`src/rtl/pipe_pkg.sv`:
```
// Shared definitions for the pipeline hazard controller: FSM state encoding
// and the hard-wired zero register number.
package pipe_pkg;

    typedef enum logic [1:0] {
        RUN      = 2'd0,
        MEM_WAIT = 2'd1,
        ERROR    = 2'd2
    } state_e;

    localparam logic [4:0] REG_ZERO = 5'd0;

endpackage

```
`src/rtl/pipeline_hazard_ctrl_hazard_detect.sv`:
```
// Load-use hazard comparator: the load in EX writes a register that the
// instruction in ID is about to read.
module hazard_detect
    import pipe_pkg::*;
(
    input  logic       ex_mem_read,
    input  logic [4:0] ex_write_reg,
    input  logic [4:0] id_rs,
    input  logic [4:0] id_rt,
    input  logic       id_uses_rt,
    output logic       load_use
);

    // $0 is never a real dependency, and rt only matters when ID reads it
    always_comb begin
        load_use = ex_mem_read && (ex_write_reg != REG_ZERO) &&
                   ((ex_write_reg == id_rs) || (id_uses_rt && (ex_write_reg == id_rt)));
    end

endmodule

```
`src/rtl/pipeline_hazard_ctrl.sv`:
```
// Stall/flush sequencer for the 5-stage pipeline: load-use stalls, taken-branch
// flushes, memory-wait freeze with timeout, and saturating performance counters.
module pipeline_hazard_ctrl
    import pipe_pkg::*;
#(
    parameter int MEM_TIMEOUT = 16,
    parameter int CNT_W       = 16
) (
    input  logic             Clk,
    input  logic             Reset,
    input  logic [4:0]       ID_Rs,
    input  logic [4:0]       ID_Rt,
    input  logic             ID_UsesRt,
    input  logic             ID_Branch,
    input  logic             BranchTaken,
    input  logic             EX_MemRead,
    input  logic [4:0]       EX_WriteReg,
    input  logic             MEM_MemRead,
    input  logic             MEM_MemWrite,
    input  logic             MemReady,
    output logic             MemReq,
    output logic             PCWrite,
    output logic             IFID_Write,
    output logic             IFID_Flush,
    output logic             IDEX_Flush,
    output logic             EXMEM_Write,
    output logic             MEMWB_Write,
    output logic             MEMWB_Bubble,
    output logic             MemError,
    output logic [CNT_W-1:0] StallCount,
    output logic [CNT_W-1:0] FlushCount
);

    localparam int               TO_W    = $clog2(MEM_TIMEOUT + 1);
    localparam logic [TO_W-1:0]  TO_LAST = TO_W'(MEM_TIMEOUT);
    localparam logic [CNT_W-1:0] CNT_MAX = {CNT_W{1'b1}};

    state_e            state_q, state_d;
    logic [TO_W-1:0]   timeout_q, timeout_d;
    logic              mem_error_q, mem_error_d;
    logic [CNT_W-1:0]  stall_count_q, stall_count_d;
    logic [CNT_W-1:0]  flush_count_q, flush_count_d;
    logic              mem_acc_s;
    logic              load_use_s;
    logic              freeze_s;

    hazard_detect u_hazard_detect (
        .ex_mem_read  (EX_MemRead),
        .ex_write_reg (EX_WriteReg),
        .id_rs        (ID_Rs),
        .id_rt        (ID_Rt),
        .id_uses_rt   (ID_UsesRt),
        .load_use     (load_use_s)
    );

    // Next-state, timeout and pipeline control outputs
    always_comb begin
        mem_acc_s    = MEM_MemRead | MEM_MemWrite;
        state_d      = state_q;
        timeout_d    = timeout_q;
        mem_error_d  = mem_error_q;
        freeze_s     = 1'b0;
        MemReq       = 1'b0;
        PCWrite      = 1'b1;
        IFID_Write   = 1'b1;
        IFID_Flush   = 1'b0;
        IDEX_Flush   = 1'b0;
        EXMEM_Write  = 1'b1;
        MEMWB_Write  = 1'b1;
        MEMWB_Bubble = 1'b0;

        if (Reset) begin
            state_d      = RUN;
            timeout_d    = {TO_W{1'b0}};
            mem_error_d  = 1'b0;
            PCWrite      = 1'b0;
            IFID_Flush   = 1'b1;
            IDEX_Flush   = 1'b1;
            MEMWB_Bubble = 1'b1;
        end else begin
            case (state_q)
                RUN: begin
                    MemReq = mem_acc_s;
                    if (mem_acc_s && !MemReady) begin
                        freeze_s  = 1'b1;
                        state_d   = MEM_WAIT;
                        timeout_d = TO_W'(1);
                    end else if (load_use_s) begin
                        // A taken branch is dropped here; ID re-resolves it next cycle
                        PCWrite    = 1'b0;
                        IFID_Write = 1'b0;
                        IDEX_Flush = 1'b1;
                    end else begin
                        IFID_Flush = ID_Branch & BranchTaken;
                    end
                end
                MEM_WAIT: begin
                    MemReq = mem_acc_s;
                    if (MemReady) begin
                        state_d   = RUN;
                        timeout_d = {TO_W{1'b0}};
                    end else if (timeout_q == TO_LAST) begin
                        freeze_s    = 1'b1;
                        mem_error_d = 1'b1;
                        state_d     = ERROR;
                    end else begin
                        freeze_s  = 1'b1;
                        timeout_d = timeout_q + TO_W'(1);
                    end
                end
                ERROR: begin
                    PCWrite      = 1'b0;
                    IFID_Write   = 1'b0;
                    EXMEM_Write  = 1'b0;
                    MEMWB_Write  = 1'b0;
                    MEMWB_Bubble = 1'b1;
                end
                default: begin
                    state_d = RUN;
                end
            endcase
        end

        // Memory freeze holds the front of the pipe and drains bubbles into WB
        if (freeze_s) begin
            PCWrite      = 1'b0;
            IFID_Write   = 1'b0;
            EXMEM_Write  = 1'b0;
            MEMWB_Bubble = 1'b1;
        end else begin
            MEMWB_Bubble = MEMWB_Bubble;
        end
    end

    // Saturating performance counters, idle while in reset
    always_comb begin
        stall_count_d = stall_count_q;
        flush_count_d = flush_count_q;
        if (Reset) begin
            stall_count_d = {CNT_W{1'b0}};
            flush_count_d = {CNT_W{1'b0}};
        end else begin
            if (!PCWrite && (stall_count_q != CNT_MAX)) begin
                stall_count_d = stall_count_q + CNT_W'(1);
            end else begin
                stall_count_d = stall_count_q;
            end
            if (IFID_Flush && (flush_count_q != CNT_MAX)) begin
                flush_count_d = flush_count_q + CNT_W'(1);
            end else begin
                flush_count_d = flush_count_q;
            end
        end
    end

    // State and counter registers (reset values arrive through the _d logic)
    always_ff @(posedge Clk) begin
        state_q       <= state_d;
        timeout_q     <= timeout_d;
        mem_error_q   <= mem_error_d;
        stall_count_q <= stall_count_d;
        flush_count_q <= flush_count_d;
    end

    assign MemError   = mem_error_q;
    assign StallCount = stall_count_q;
    assign FlushCount = flush_count_q;

endmodule
```
`config.mk`:
```
export PLATFORM = sky130hd
export DESIGN_NAME = pipeline_hazard_ctrl
export DESIGN_NICKNAME = d
export VERILOG_FILES = /design/src/rtl/pipe_pkg.sv /design/src/rtl/pipeline_hazard_ctrl_hazard_detect.sv /design/src/rtl/pipeline_hazard_ctrl.sv
export SDC_FILE = /design/constraint.sdc
export NUM_CORES = 1
export LEC_CHECK = 0
export CAP_MARGIN = 30
export CORE_MARGIN = 2
export CORE_UTILIZATION = 47
export DETAILED_ROUTE_END_ITERATION = 8
export GPL_ROUTABILITY_DRIVEN = 0
export GPL_TIMING_DRIVEN = 0
export PLACE_DENSITY = 0.8
export SLEW_MARGIN = 20
export SYNTH_ARGS = -nofsm -noshare
export SYNTH_HDL_FRONTEND = slang
export SYNTH_SLANG_ARGS = --single-unit
```
`constraint.sdc`:
```
create_clock -name Clk -period 3 [get_ports Clk]
set_clock_uncertainty 0.15 [all_clocks]
set_input_delay 0.3 -clock Clk [delete_from_list [all_inputs] [get_ports Clk]]
set_output_delay 0.3 -clock Clk [all_outputs]
set_load 0.05 [all_outputs]
```
# --- Yosys cells after proc, flatten, opt, wreduce, memory -nomap -nowiden ---
# Cells that the tools add are included.
# W data, S select, Z words.
totals:
  ram_bits: 0
  latchBits: 0
  memories: 0
  reg_bits: 40
  input_bits: 24
  out_inout_bits: 41
  rom_bits: 0
op_classes:
  shifts: 0
  n_reduce_logical: 16
  n_bitwise: 4
  n_mux: 35
  n_eq_ne: 10
  addsub: 3
  n_lt_le_gt_ge: 0
  n_div: 0
  multipliers: 0
op_table:
  columns: ["cell", "count"]
  rows:
  - ["$add A16 B1 Y16 const B", 2]
  - ["$ne A16 B16 Y1 const B", 2]
  - ["$mux W1", 25]
  - ["$mux W5", 3]
  - ["$eq A5 B5 Y1", 2]
  - ["$pmux W5 S2", 1]
  - ["$reduce_and A3 Y1", 3]
  - ["$logic_and A1 B1 Y1", 6]
  - ["$mux W2", 3]
  - ["$ne A3 B3 Y1 const B", 2]
  - ["$pmux W2 S3", 1]
  - ["$add A5 B1 Y5 const B", 1]
  - ["$eq A5 B5 Y1 const B", 1]
  - ["$reduce_bool A5 Y1", 1]
  - ["$pmux W1 S2", 2]
  - ["$eq A2 B1 Y1 const B", 1]
  - ["$eq A2 B2 Y1 const B", 1]
  - ["$logic_not A1 Y1", 2]
  - ["$logic_not A2 Y1", 1]
  - ["$ne A2 B2 Y1 const B", 1]
  - ["$not A1 Y1", 2]
  - ["$reduce_bool A2 Y1", 1]
  - ["$reduce_or A2 Y1", 1]
  - ["$and A1 B1 Y1", 1]
  - ["2 further kinds", 2]

# --- Logic depth before layout (Yosys ltp) ---
# Gate-level depths: netlist of the first run.
depth:
  ltp_word: 11
  mapped_depth: 9
  ltp_nobuf: 8

# --- Hierarchy ---
# A second synthesis of the first run with hierarchy kept.
unflattened:
  cells_unflattened: 268
  area_unflattened_um2: 2265.9
modules_own_cells:
  columns: ["module", "cells_per_inst", "area_per_inst_um2", "instances", "seq_area_each_um2"]
  rows:
  - ["pipeline_hazard_ctrl", 251, 2133.3, 1, 800.8]
  - ["hazard_detect", 17, 132.6, 1, 0.0]

# --- Worst setup path after synthesis of the first run ---
# Ideal clock, no wire load.
synth_timing:
  kind: "reg2reg"
  start: "register state_q[1]"
  end: "register stall_count_q[14], in the netlist StallCount[14]"
  path_stages_with_launch: 8
  t_arrival_ps: 2972
  t_required_ps: 2722
  path_slack_ps: -250
  path_cell_list: "dfxtp_1 > clkbuf_1 > o311ai_1 > a21oi_1 > buf_2 > nor4_1 > xnor2_1 > nor2_1"
synth_between:
  elab_chain_cells: 6
  elab_cells_between_ends: 10
  cone_classes: "2 x eq/ne; 5 x mux; 3 x reduce/logical"
synth_lines:
  columns: ["element", "line", "source"]
  rows:
  - ["start, declared", "pipeline_hazard_ctrl.sv:38", "state_e state_q, state_d;"]
  - ["start signal, assigned", "pipeline_hazard_ctrl.sv:158", "state_q <= state_d;"]
  - ["$eq A2 B2 Y1 (tied with other cells)", "pipeline_hazard_ctrl.sv:81", "case (state_q)"]
  - ["$pmux W1 S2", "pipeline_hazard_ctrl.sv:81", null]
  - ["$mux W1", "pipeline_hazard_ctrl.sv:72", "if (Reset) begin"]
  - ["$mux W1 (*)", "pipeline_hazard_ctrl.sv:125", "if (freeze_s) begin"]
  - ["named net PCWrite", "pipeline_hazard_ctrl.sv:22", "output logic PCWrite,"]
  - ["$logic_not A1 Y1 (*)", "pipeline_hazard_ctrl.sv:143", "if (!PCWrite && (stall_count_q != CNT_MAX)) begin"]
  - ["$logic_and A1 B1 Y1 (*)", "pipeline_hazard_ctrl.sv:143", null]
  - ["end signal, assigned", "pipeline_hazard_ctrl.sv:161", "stall_count_q <= stall_count_d;"]
  - ["end, declared", "pipeline_hazard_ctrl.sv:41", "logic [CNT_W-1:0] stall_count_q, stall_count_d;"]
# Mark *: on every way through the listed nets, which the timed path passes. The rest lies on a longest branch.
# A chain may end at the register's enable or synchronous reset.

# --- Final worst setup path of the first run ---
layout_timing:
  start: "input port EX_WriteReg[2]"
  end: "output port IFID_Flush"
layout_between:
  elab_chain_cells: 8
  elab_cells_between_ends: 11
  cone_classes: "2 x eq/ne; 4 x mux; 5 x reduce/logical"
layout_lines:
  columns: ["element", "line", "source"]
  rows:
  - ["start, declared", "pipeline_hazard_ctrl.sv:17", "input logic [4:0] EX_WriteReg,"]
  - ["$eq A5 B5 Y1", "pipeline_hazard_ctrl_hazard_detect.sv:17", "((ex_write_reg == id_rs) || (id_uses_rt && (ex_write_reg == id_rt)));"]
  - ["$logic_and A1 B1 Y1", "pipeline_hazard_ctrl_hazard_detect.sv:17", null]
  - ["$logic_or A1 B1 Y1", "pipeline_hazard_ctrl_hazard_detect.sv:17", null]
  - ["$logic_and A1 B1 Y1 (*)", "pipeline_hazard_ctrl_hazard_detect.sv:16", "load_use = ex_mem_read && (ex_write_reg != REG_ZERO) &&"]
  - ["$mux W1 (*)", "pipeline_hazard_ctrl.sv:88", "end else if (load_use_s) begin"]
  - ["$mux W1 (*)", "pipeline_hazard_ctrl.sv:84", "if (mem_acc_s && !MemReady) begin"]
  - ["$mux W1 (*)", "pipeline_hazard_ctrl.sv:81", null]
  - ["$mux W1 (*)", "pipeline_hazard_ctrl.sv:72", null]
  - ["end, declared", "pipeline_hazard_ctrl.sv:24", "output logic IFID_Flush,"]
# Mark *: on every way between the ends. The rest lies on a longest branch, timed or not.

==> results of run 1 <==
[metal layers]
metal  global-route usage [%]  up-vias
li1                         -     1050
met4                     6.08        0
met3                     6.33        7
met1                     25.3     1006
met5                        0        -
met2                     37.6       60
[area by class of cell]
cell class / instances / area (sq um) / share of cell area (%)
Sequential cell: 40 / 801 / 27.3
Multi-Input combinational cell: 198 / 1260 / 43.0
Buffer: 10 / 48.8 / 1.66
Clock inverter: 1 / 5.00 / 0.170
Timing Repair Buffer: 67 / 656 / 22.3
Inverter: 7 / 26.3 / 0.894
Clock buffer: 6 / 72.6 / 2.47
Tap cell: 52 / 65.1 / 2.21
[worst max-delay path, cell delays in order]
cell and delay (ns):
clkdlybuf4s50_1 0.47, or4_1 0.50, o21a_1 0.22, a2111oi_4 0.49, buf_6 0.18, or2_2 0.12, buf_6 0.15
[placed cells by master, fill, tap and decap left out, types with 2 or more instances in the layout]
cell type	netlist	routed
and3_1	6	6
o21ai_0	12	12
inv_1	7	7
nor3_1	8	8
buf_6	1	2
nand2b_1	4	4
and2_1	2	2
clkbuf_4	0	2
xnor2_1	21	21
dlymetal6s2s_1	0	2
clkdlybuf4s50_1	0	56
a311oi_1	2	2
xor2_1	13	13
o2111ai_1	4	4
a31oi_1	2	2
nand3_1	9	9
nor2_1	34	34
a21oi_1	14	13
o211ai_1	2	2
nand2_1	20	20
clkbuf_1	8	9
clkbuf_8	0	5
ha_1	4	4
and4_1	3	3
or3_1	5	5
dfxtp_1	40	40
buf_4	0	5
o21a_1	4	4
nand4_1	8	8
nor4_1	4	4
[timing repair]
item	CTS	global route
hold endpoints to repair	0	0
resized for setup	13	9
setup buffers	0	5
pin swaps	1	2
endpoints found under the setup margin	4	3
[sequential cells by signal, indices dropped and copies added, names as in the netlist]
register / flops
StallCount: 16
state_q: 2
FlushCount: 16
MemError: 1
timeout_q: 5
[kinds of logic (layout without fill, tap and decap cells)]
logic type | Yosys count | after routing | synth area share [%]
AND/OR/NAND/NOR | 112 | 112 | 26.8
XOR/XNOR | 34 | 34 | 14.0
buffers and inverters | 17 | 91 | 3.41
flip-flops | 40 | 40 | 37.7
adder cells (fa/ha/maj) | 4 | 4 | 2.35
AO/OA/AOI/OAI | 48 | 48 | 15.8
[final timing paths]
| check | start | endpoint | slack (ns) | depth (start not counted) |
|---|---|---|---|---|
| setup / recovery | EX_WriteReg[2] | IFID_Flush | 0.12 | 7 |
| hold / removal | MemError | MemError | 0.31 | 2 |
| setup reg to reg | FlushCount[0] | FlushCount[9] | 0.61 | 8 |
| hold reg to reg | MemError | MemError | 0.31 | 2 |
[synthesized netlist by cell type, types with 2 or more instances]
cell type and count:
nor2_1 34, and2_1 2, nor4_1 4, and3_1 6, and4_1 3, a311oi_1 2
a31oi_1 2, o21ai_0 12, xnor2_1 21, nand3_1 9, xor2_1 13, o2111ai_1 4
nand4_1 8, o21a_1 4, nor3_1 8, nand2_1 20, ha_1 4, nand2b_1 4
a21oi_1 14, clkbuf_1 8, or3_1 5, dfxtp_1 40, inv_1 7, o211ai_1 2
[power breakdown]
part | internal [mW] | switching [mW] | total (mW) | leakage (nW)
registers | 0.539 | 0.00899 | 0.548 | 0.323
clock network | 0.158 | 0.180 | 0.338 | 0.0410
logic | 0.0785 | 0.105 | 0.184 | 0.662
==> reports/metrics.csv, run 1 <==
stage,metric,value,unit
detailed_routing,wl_met1,2.26,mm
finish,n_fill_cell,371,
global_routing,grt_pass1_vias,2032,
worst_setup_path,critPathArrivalTime,2.43,ns
timing,finalCritPeriodShare,95.9,%
floorplanning,pin_count,65,
yosys,netlist.area_leader.share,37.7,%
timing,hold_viol_final,0,
floorplanning,dieArea,0.00508,sq mm
finish,fin_area,0.00294,sq mm
yosys,yosys_warnings,0,
worst_setup_path,crit_fanout,5,
timing,slew_headroom,60.0,%
floorplanning,start_util,48.8,%
power,peakVddDrop,0.000280,V
timing,drv_slew,0,
yosys,synthTopCellsByArea,"dfxtp_1 38%, xnor2_1 8.7%, nor2_1 6.0%",
clock_tree,clock_latency,0.29,ns
detailed_routing,drt_iter0_drc,94,
worst_setup_path,path_class,input pin to primary output,
clock_tree,cts_tree,yes,
finish,drive_gt1_share,6.69,%
placement,dp_slack,-0.661,ns
clock_tree,cts-root-buf,clkbuf_8,
placement,dp_hpwl,3.91,mm
global_routing,overflow,0,
global_routing,grt_max_degree,12,
timing,finalCriticalPeriod,2.88,ns
floorplanning,dieWidth,71.3,um
floorplanning,std_cell_rows,24,
yosys,synthArstFlopShare,0,%
yosys,synth.cell_area,0.00213,sq mm
detailed_routing,vias,2123,
timing,finalSetupViolCount,0,
power,power.density,364,mW/mm^2
detailed_routing,met2_wirelength,2.53,mm
detailed_routing,ant_nets,0,
timing,setup_ws,0.122,ns
worst_setup_path,required,2.55,ns
detailed_routing,drc,0,
clock_tree,clock-sinks,40,
global_routing,antenna_found_initial,0,
global_routing,grtUsageTotal,21.4,%
yosys,synth_fp_nets,283,
detailed_routing,via_per_inst,5.57,
status,outcome,finished clean,
yosys,ys_seq_area_share,37.7,%
detailed_routing,dr.pass1.iters,4,
timing,max_freq,0.347,GHz
detailed_routing,wl_met3,377,um
detailed_routing,wl_per_cell,13.8,um
finish,fin_cells,381,
clock_tree,cts-buffers-inserted,5,
clock_tree,clk_pin_slew,0.08,ns
yosys,synth_cells,255,
clock_tree,postCtsHoldBufs,0,
clock_tree,cts.path.max_buffers,2,
global_routing,grt_pass1_wl,8.80,mm
detailed_routing,drt-total-wl,5.24,mm
placement,port_buffers,62,
finish,final_util,67.5,%
yosys,synthFlopType,dfxtp_1,
placement,place_inst,369,
placement,dpl_cell_area,0.00282,sq mm
timing,setup_tns,0,ns
finish,area_growth,38.2,%
timing,worst_slew_pin_slew,0.600,ns
finish,diodes,0,
detailed_routing,top_layer_used,met4,
timing,holdWs,0.309,ns
yosys,syn_avg_cell_area,8.34,sq um
finish,final_nets,357,
worst_hold_path,holdCritPathClass,flop to flop,
clock_tree,cts_max_level,2,
worst_setup_path,cp-start-kind,input pin,
yosys,synthDistinctLibCells,43,
floorplanning,die_y,71.3,um
worst_setup_path,endpoint_kind,primary output,
power,p_total,1.07,mW
yosys,ys_ff_latch,40,
yosys,synth_area_leader_cell,dfxtp_1,
yosys,synth_edf_count,0,
power,power_leakage,1.03,nW
floorplanning,core,0.00435,sq mm
run,maxCapViolCount,0,
(Power assumes the default switching activity.)
==> inputs of run 2 (changes only) <==
--- a/config.mk
+++ b/config.mk
@@ -11,6 +11,7 @@
 export DETAILED_ROUTE_END_ITERATION = 8
 export GPL_ROUTABILITY_DRIVEN = 0
 export GPL_TIMING_DRIVEN = 0
+export MAX_ROUTING_LAYER = met4
 export PLACE_DENSITY = 0.8
 export SLEW_MARGIN = 20
 export SYNTH_ARGS = -nofsm -noshare
==> run 2 against run 1 <==
  * Clock-buffer cell count unchanged
  * Hold slack unchanged
  * Non-clock buffer count unchanged
  * Routed wire length about the same
  * Cell area unchanged
  * Global-route usage increased by 0.64 points
  * Sequential cell count unchanged
  * Worst setup slack about the same
  * Largest power group unchanged
  * Clock power about the same
  * Highest routed layer unchanged
==> reports/metrics.csv, run 2 (same netlist as run 1, synthesis figures left out) <==
stage,metric,value,unit,change
status,outcome,finished clean,,
worst_setup_path,slowest_stage,or4_1,,
detailed_routing,drt_iter0_drc,93,,-1.1%
worst_setup_path,crit_chain,clkdlybuf4s50_1 > or4_1 > o21a_1 > a2111oi_4 > buf_6 > or2_2 > buf_6,,
floorplanning,std_cell_rows,24,,unchanged
floorplanning,pin_count,65,,unchanged
worst_hold_path,holdCritPathClass,flop to flop,,
floorplanning,start_util,48.8,%,unchanged
finish,most-common-layout-cells,"56 x clkdlybuf4s50_1, 40 x dfxtp_1, 34 x nor2_1",,
worst_setup_path,crit_fanout,5,,unchanged
clock_tree,clock-sinks,40,,unchanged
clock_tree,clk_pin_slew,0.08,ns,about the same
timing,worst_slew_pin_slew,0.600,ns,+0.000128 ns
worst_setup_path,regToRegEndpoint,FlushCount[9],,
global_routing,grtUsageTotal,22.0,%,+0.64 points
worst_setup_path,cp-start-kind,input pin,,
placement,dpl_cell_area,0.00282,sq mm,unchanged
worst_setup_path,critPathLaunch,EX_WriteReg[2],,
placement,place_inst,369,,unchanged
clock_tree,cts_max_level,2,,unchanged
global_routing,antenna_found_initial,0,,unchanged
worst_setup_path,cp_slowest_stage_delay,0.50,ns,about the same
run,maxCapViolCount,0,,unchanged
finish,seq_area,801,sq um,unchanged
detailed_routing,drt-total-wl,5.24,mm,about the same
power,power_leakage,1.03,nW,unchanged
worst_hold_path,hold_start,MemError,,
finish,diodes,0,,unchanged
timing,finalCritPeriodShare,95.9,%,about the same
worst_setup_path,critical_path_buf_inv_count,3,,unchanged
finish,fin_cells,381,,unchanged
worst_setup_path,required,2.55,ns,about the same
finish,final_nets,357,,unchanged
clock_tree,cts_tree,yes,,
finish,drive_gt1_share,6.69,%,unchanged
worst_setup_path,reg2reg_setup_slack,0.61,ns,about the same
detailed_routing,ant_nets,0,,unchanged
timing,setup_tns,0,ns,unchanged
worst_setup_path,crit_path_frequent_cell,buf_6,,
detailed_routing,vias,2116,,-0.33%
worst_setup_path,cpLargestDelayFamily,buffers and inverters,,
floorplanning,dieArea,0.00508,sq mm,unchanged
placement,dp_hpwl,3.91,mm,unchanged
timing,slew_headroom,60.0,%,about the same
finish,area_growth,38.2,%,unchanged
finish,fin_area,0.00294,sq mm,unchanged
power,power.density,364,mW/mm^2,about the same
detailed_routing,via_per_inst,5.55,,-0.33%
detailed_routing,wl_per_cell,13.8,um,about the same
clock_tree,cts-buffers-inserted,5,,unchanged
timing,finalSetupViolCount,0,,unchanged
clock_tree,clock_latency,0.29,ns,about the same
detailed_routing,drc,0,,unchanged
floorplanning,core,0.00435,sq mm,unchanged
finish,multi_input_area,0.00126,sq mm,unchanged
worst_setup_path,rr_startpoint,FlushCount[0],,
worst_setup_path,critPathArrivalTime,2.43,ns,about the same
timing,drv_slew,0,,unchanged
power,peakVddDrop,0.000280,V,about the same
global_routing,grt_pass1_wl,8.81,mm,about the same
clock_tree,cts-root-buf,clkbuf_8,,
finish,layout_commonest_cell,clkdlybuf4s50_1,,
global_routing,overflow,0,,unchanged
worst_setup_path,cp.depth,7,,unchanged
placement,port_buffers,62,,unchanged
timing,max_freq,0.347,GHz,about the same
timing,hold_viol_final,0,,unchanged
worst_setup_path,endpoint_kind,primary output,,
global_routing,grt_pass1_vias,2030,,-0.098%
worst_setup_path,reg2reg_depth,8,,unchanged
floorplanning,dieWidth,71.3,um,unchanged
clock_tree,postCtsHoldBufs,0,,unchanged
detailed_routing,dr.pass1.iters,4,,unchanged
finish,n_fill_cell,371,,unchanged
clock_tree,cts.path.max_buffers,2,,unchanged
worst_setup_path,path_class,input pin to primary output,,
global_routing,grt_max_degree,12,,unchanged
worst_setup_path,cp-endpoint,IFID_Flush,,
placement,dp_slack,-0.661,ns,unchanged
timing,finalCriticalPeriod,2.88,ns,+0.0000160 ns
floorplanning,die_y,71.3,um,unchanged
timing,setup_ws,0.122,ns,-0.0000160 ns
==> run 2: per-stage QoR <==
step           util [%]  total power [mW]  hold WS [ns]
6_report           67.5              1.07         0.309
4_1_cts            66.3              1.07         0.310
5_1_grt            67.5              1.11         0.341
2_1_floorplan         -             0.667         0.326
3_5_place_dp       64.7             0.739         0.299
3_3_place_gp       64.7             0.736         0.286
==> run 2: what timing repair did <==
item / in CTS / in global routing
pin swaps: 1 / 2
buffers inserted: 0 / 5
resized for setup: 13 / 9
setup endpoints to repair: 4 / 3
==> run 2: worst register-to-register path, stage by stage, from the launching register on <==
cell	delay, ns
dfxtp_1	0.34
ha_1	0.23
and2_1	0.19
and3_1	0.22
nand4_1	0.30
and4_1	0.30
o21ai_4	0.11
or3_1	0.33
a21oi_1	0.14
==> run 2: final cells by class <==
class / instances / share of cell area, %
multi-input combinational: 198 / 43.0
sequential: 40 / 27.3
timing repair buffer: 67 / 22.3
clock buffer: 6 / 2.47
tap: 52 / 2.21
buffer: 10 / 1.66
inverter: 7 / 0.894
clock inverter: 1 / 0.170
==> run 2: worst min-delay path by stage <==
stage | endpoint | slack (ns) | cells after the start
finish | MemError | 0.31 | 2
global placement | MemError | 0.29 | 2
global route | MemError | 0.34 | 2
floorplan | timeout_q[1] | 0.33 | 2
CTS | MemError | 0.31 | 2
detailed placement | MemError | 0.30 | 2
==> run 2: layer usage <==
layer  up-vias  wire length [um]  global-route usage, %
li1       1050                 -                      -
met1      1001              2270                   25.3
met2        58              2530                   37.6
met3         7               373                   6.33
met4         0                68                   6.08
met5         -                 0                      -
==> run 2: power breakdown <==
group          switching, mW  total (mW)  internal [mW]
clock                  0.180       0.338          0.158
sequential           0.00897       0.548          0.539
combinational          0.105       0.184         0.0785
==> inputs of run 3 (changes only) <==
--- a/config.mk
+++ b/config.mk
@@ -7,12 +7,12 @@
 export LEC_CHECK = 0
 export CAP_MARGIN = 30
 export CORE_MARGIN = 2
-export CORE_UTILIZATION = 47
+export CORE_UTILIZATION = 42
 export DETAILED_ROUTE_END_ITERATION = 8
 export GPL_ROUTABILITY_DRIVEN = 0
 export GPL_TIMING_DRIVEN = 0
 export MAX_ROUTING_LAYER = met4
-export PLACE_DENSITY = 0.8
+export PLACE_DENSITY = 0.76
 export SLEW_MARGIN = 20
 export SYNTH_ARGS = -nofsm -noshare
 export SYNTH_HDL_FRONTEND = slang
==> constraint.sdc (replaced) <==
create_clock -name Clk -period 2.5 [get_ports Clk]
set_clock_uncertainty 0.15 [all_clocks]
set_input_delay 0.25 -clock Clk [delete_from_list [all_inputs] [get_ports Clk]]
set_output_delay 0.25 -clock Clk [all_outputs]
set_load 0.05 [all_outputs]
==> run 3 against run 2 <==
  * Clock-buffer cell count stayed put
  * Final cell count increased by 4.2%
  * Sequential share of layout area down 0.47 points
  * Via count up 0.66%
  * Total power up 21%
  * Global-route usage shrank 2.1 points
  * Core utilization decreased by 5.4 points
  * Sequential power is 20% higher
  * Clock power up 20%
  * Cell area increased by 1.7%
  * Largest cell class unchanged
==> reports/metrics.csv, run 3 (same netlist as run 1, synthesis figures left out) <==
stage,metric,value,unit,change
finish,n_fill_cell,429,,+16%
global_routing,grt_max_degree,12,,unchanged
timing,finalSetupViolCount,0,,unchanged
placement,dp_hpwl,3.85,mm,-1.7%
global_routing,grt_pass1_wl,8.49,mm,-3.7%
global_routing,grt_pass1_vias,1945,,-4.2%
clock_tree,cts_tree,yes,,
worst_hold_path,hold_start,MemError,,
timing,finalCritPeriodShare,96.8,%,
timing,slew_headroom,63.6,%,+3.6 points
worst_setup_path,rr_startpoint,FlushCount[0],,
finish,most-common-layout-cells,"52 x clkdlybuf4s50_1, 40 x dfxtp_1, 34 x nor2_1",,
timing,max_freq,0.413,GHz,
clock_tree,cts.path.max_buffers,2,,unchanged
detailed_routing,ant_nets,0,,unchanged
timing,rsz0062_at_grt,no,,
worst_hold_path,min_to,MemError,,
finish,final_util,62.1,%,-5.4 points
detailed_routing,drc,0,,unchanged
worst_setup_path,path_class,input pin to primary output,,
detailed_routing,via_per_inst,5.37,,-3.4%
finish,final_nets,358,,+0.28%
detailed_routing,vias,2130,,+0.66%
worst_hold_path,holdCritPathClass,flop to flop,,
finish,fin_cells,397,,+4.2%
timing,finalCriticalPeriod,2.42,ns,
detailed_routing,drt-total-wl,5.33,mm,+1.6%
detailed_routing,drt_iter0_drc,95,,+2.2%
power,p_total,1.29,mW,+21%
finish,layout_commonest_cell,clkdlybuf4s50_1,,
clock_tree,cts_max_level,2,,unchanged
clock_tree,clock-sinks,40,,unchanged
worst_setup_path,critPathLaunch,EX_WriteReg[1],,
timing,holdWs,0.301,ns,-0.00807 ns
timing,drv_slew,0,,unchanged
worst_hold_path,min_path_cells,2,,unchanged
finish,area_growth,40.6,%,
floorplanning,std_cell_rows,25,,+4.2%
worst_setup_path,regToRegEndpoint,FlushCount[13],,
global_routing,grtUsageTotal,19.9,%,-2.1 points
timing,worst_slew_pin_slew,0.546,ns,-0.0538 ns
finish,diodes,0,,unchanged
detailed_routing,wl_per_cell,13.4,um,-2.5%
worst_setup_path,crit_fanout,4,,-1
detailed_routing,dr.pass1.iters,5,,+1
worst_setup_path,cp-start-kind,input pin,,
worst_setup_path,endpoint_kind,primary output,,
worst_setup_path,reg2reg_setup_slack,0.17,ns,-0.44 ns
floorplanning,core,0.00482,sq mm,+11%
power,power.density,431,mW/mm^2,+19%
floorplanning,dieWidth,75.1,um,+5.5%
worst_setup_path,required,2.10,ns,-0.45 ns
floorplanning,pin_count,65,,unchanged
worst_setup_path,critPathArrivalTime,2.02,ns,-0.41 ns
floorplanning,dieArea,0.00565,sq mm,+11%
timing,setup_tns,0,ns,unchanged
finish,drive_gt1_share,8.79,%,+2.1 points
status,outcome,finished clean,,
placement,port_buffers,62,,unchanged
clock_tree,clk_pin_slew,0.07,ns,about the same
timing,hold_viol_final,0,,unchanged
run,maxCapViolCount,0,,unchanged
clock_tree,cts-buffers-inserted,5,,unchanged
global_routing,overflow,0,,unchanged
clock_tree,clock_latency,0.29,ns,about the same
power,power_leakage,1.02,nW,-0.56%
floorplanning,start_util,44.1,%,-4.7 points
global_routing,antenna_found_initial,0,,unchanged
clock_tree,cts-root-buf,clkbuf_8,,
placement,place_inst,384,,+4.1%
power,peakVddDrop,0.000272,V,-2.8%
floorplanning,die_y,75.1,um,+5.5%
worst_setup_path,reg2reg_depth,8,,unchanged
## run 3: cell types whose count changed in the layout (fill, tap and decap cells not counted), sizes merged
cell,change
clkdlybuf4s50,-4
dlymetal6s2s,-2
buf,+3
dlygate4sd2,+2
clkdlybuf4s15,+2
## run 3: metrics by stage
stage                     worst slack [ns]  area [sq um]
after floorplan                     0.0345          2140
after global placement               -1.06          2850
after detailed placement             -1.05          2850
after CTS                          0.00151          2970
after global routing                0.0114          2990
final                               0.0802          2990
## run 3: area by class of cell
| cell class | instances | area (sq um) | share of cell area (%) |
|---|---|---|---|
| Buffer | 10 | 52.6 | 1.76 |
| Clock buffer | 6 | 72.6 | 2.43 |
| Clock inverter | 1 | 5.00 | 0.167 |
| Inverter | 7 | 26.3 | 0.879 |
| Multi-Input combinational cell | 198 | 1290 | 43.2 |
| Sequential cell | 40 | 801 | 26.8 |
| Tap cell | 67 | 83.8 | 2.80 |
| Timing Repair Buffer | 68 | 656 | 21.9 |
## run 3: routing by layer
layer	vias up	part of all wire, %	wire, um	global-route usage (%)
li1	1056	-	-	-
met5	-	0	0	-
met1	1000	44	2330	23.2
met4	0	1.8	97	7.41
met2	63	47	2480	32.9
met3	11	7.8	418	5.22
## run 3: what timing repair did
action	CTS	global route
gates cloned	0	0
pin swaps	3	5
gates resized for setup	31	9
setup buffers	3	3
hold buffers	0	0
setup endpoints to repair	28	11
## run 3: how the worst max path moves through the flow
stage,to,slack (ns),depth (start not counted)
final,IFID_Flush,0.08,8
after floorplan,FlushCount[11],0.03,8
after global routing,IFID_Flush,0.01,8
after detailed placement,IFID_Flush,-1.05,7
after CTS,IFID_Flush,0.002,7
after global placement,IFID_Flush,-1.06,7
## run 3: power by group
group | internal, mW | switching, mW
logic | 0.0945 | 0.130
registers | 0.646 | 0.0118
clock network | 0.190 | 0.217
total | 0.931 | 0.359
## run 3: critical path, stage by stage
cell and delay [ns]:
clkdlybuf4s50_1 0.53, xnor2_1 0.13, nand3_1 0.12, o22ai_4 0.25
a2111oi_4 0.14, buf_6 0.14, or2_2 0.29, buf_8 0.16
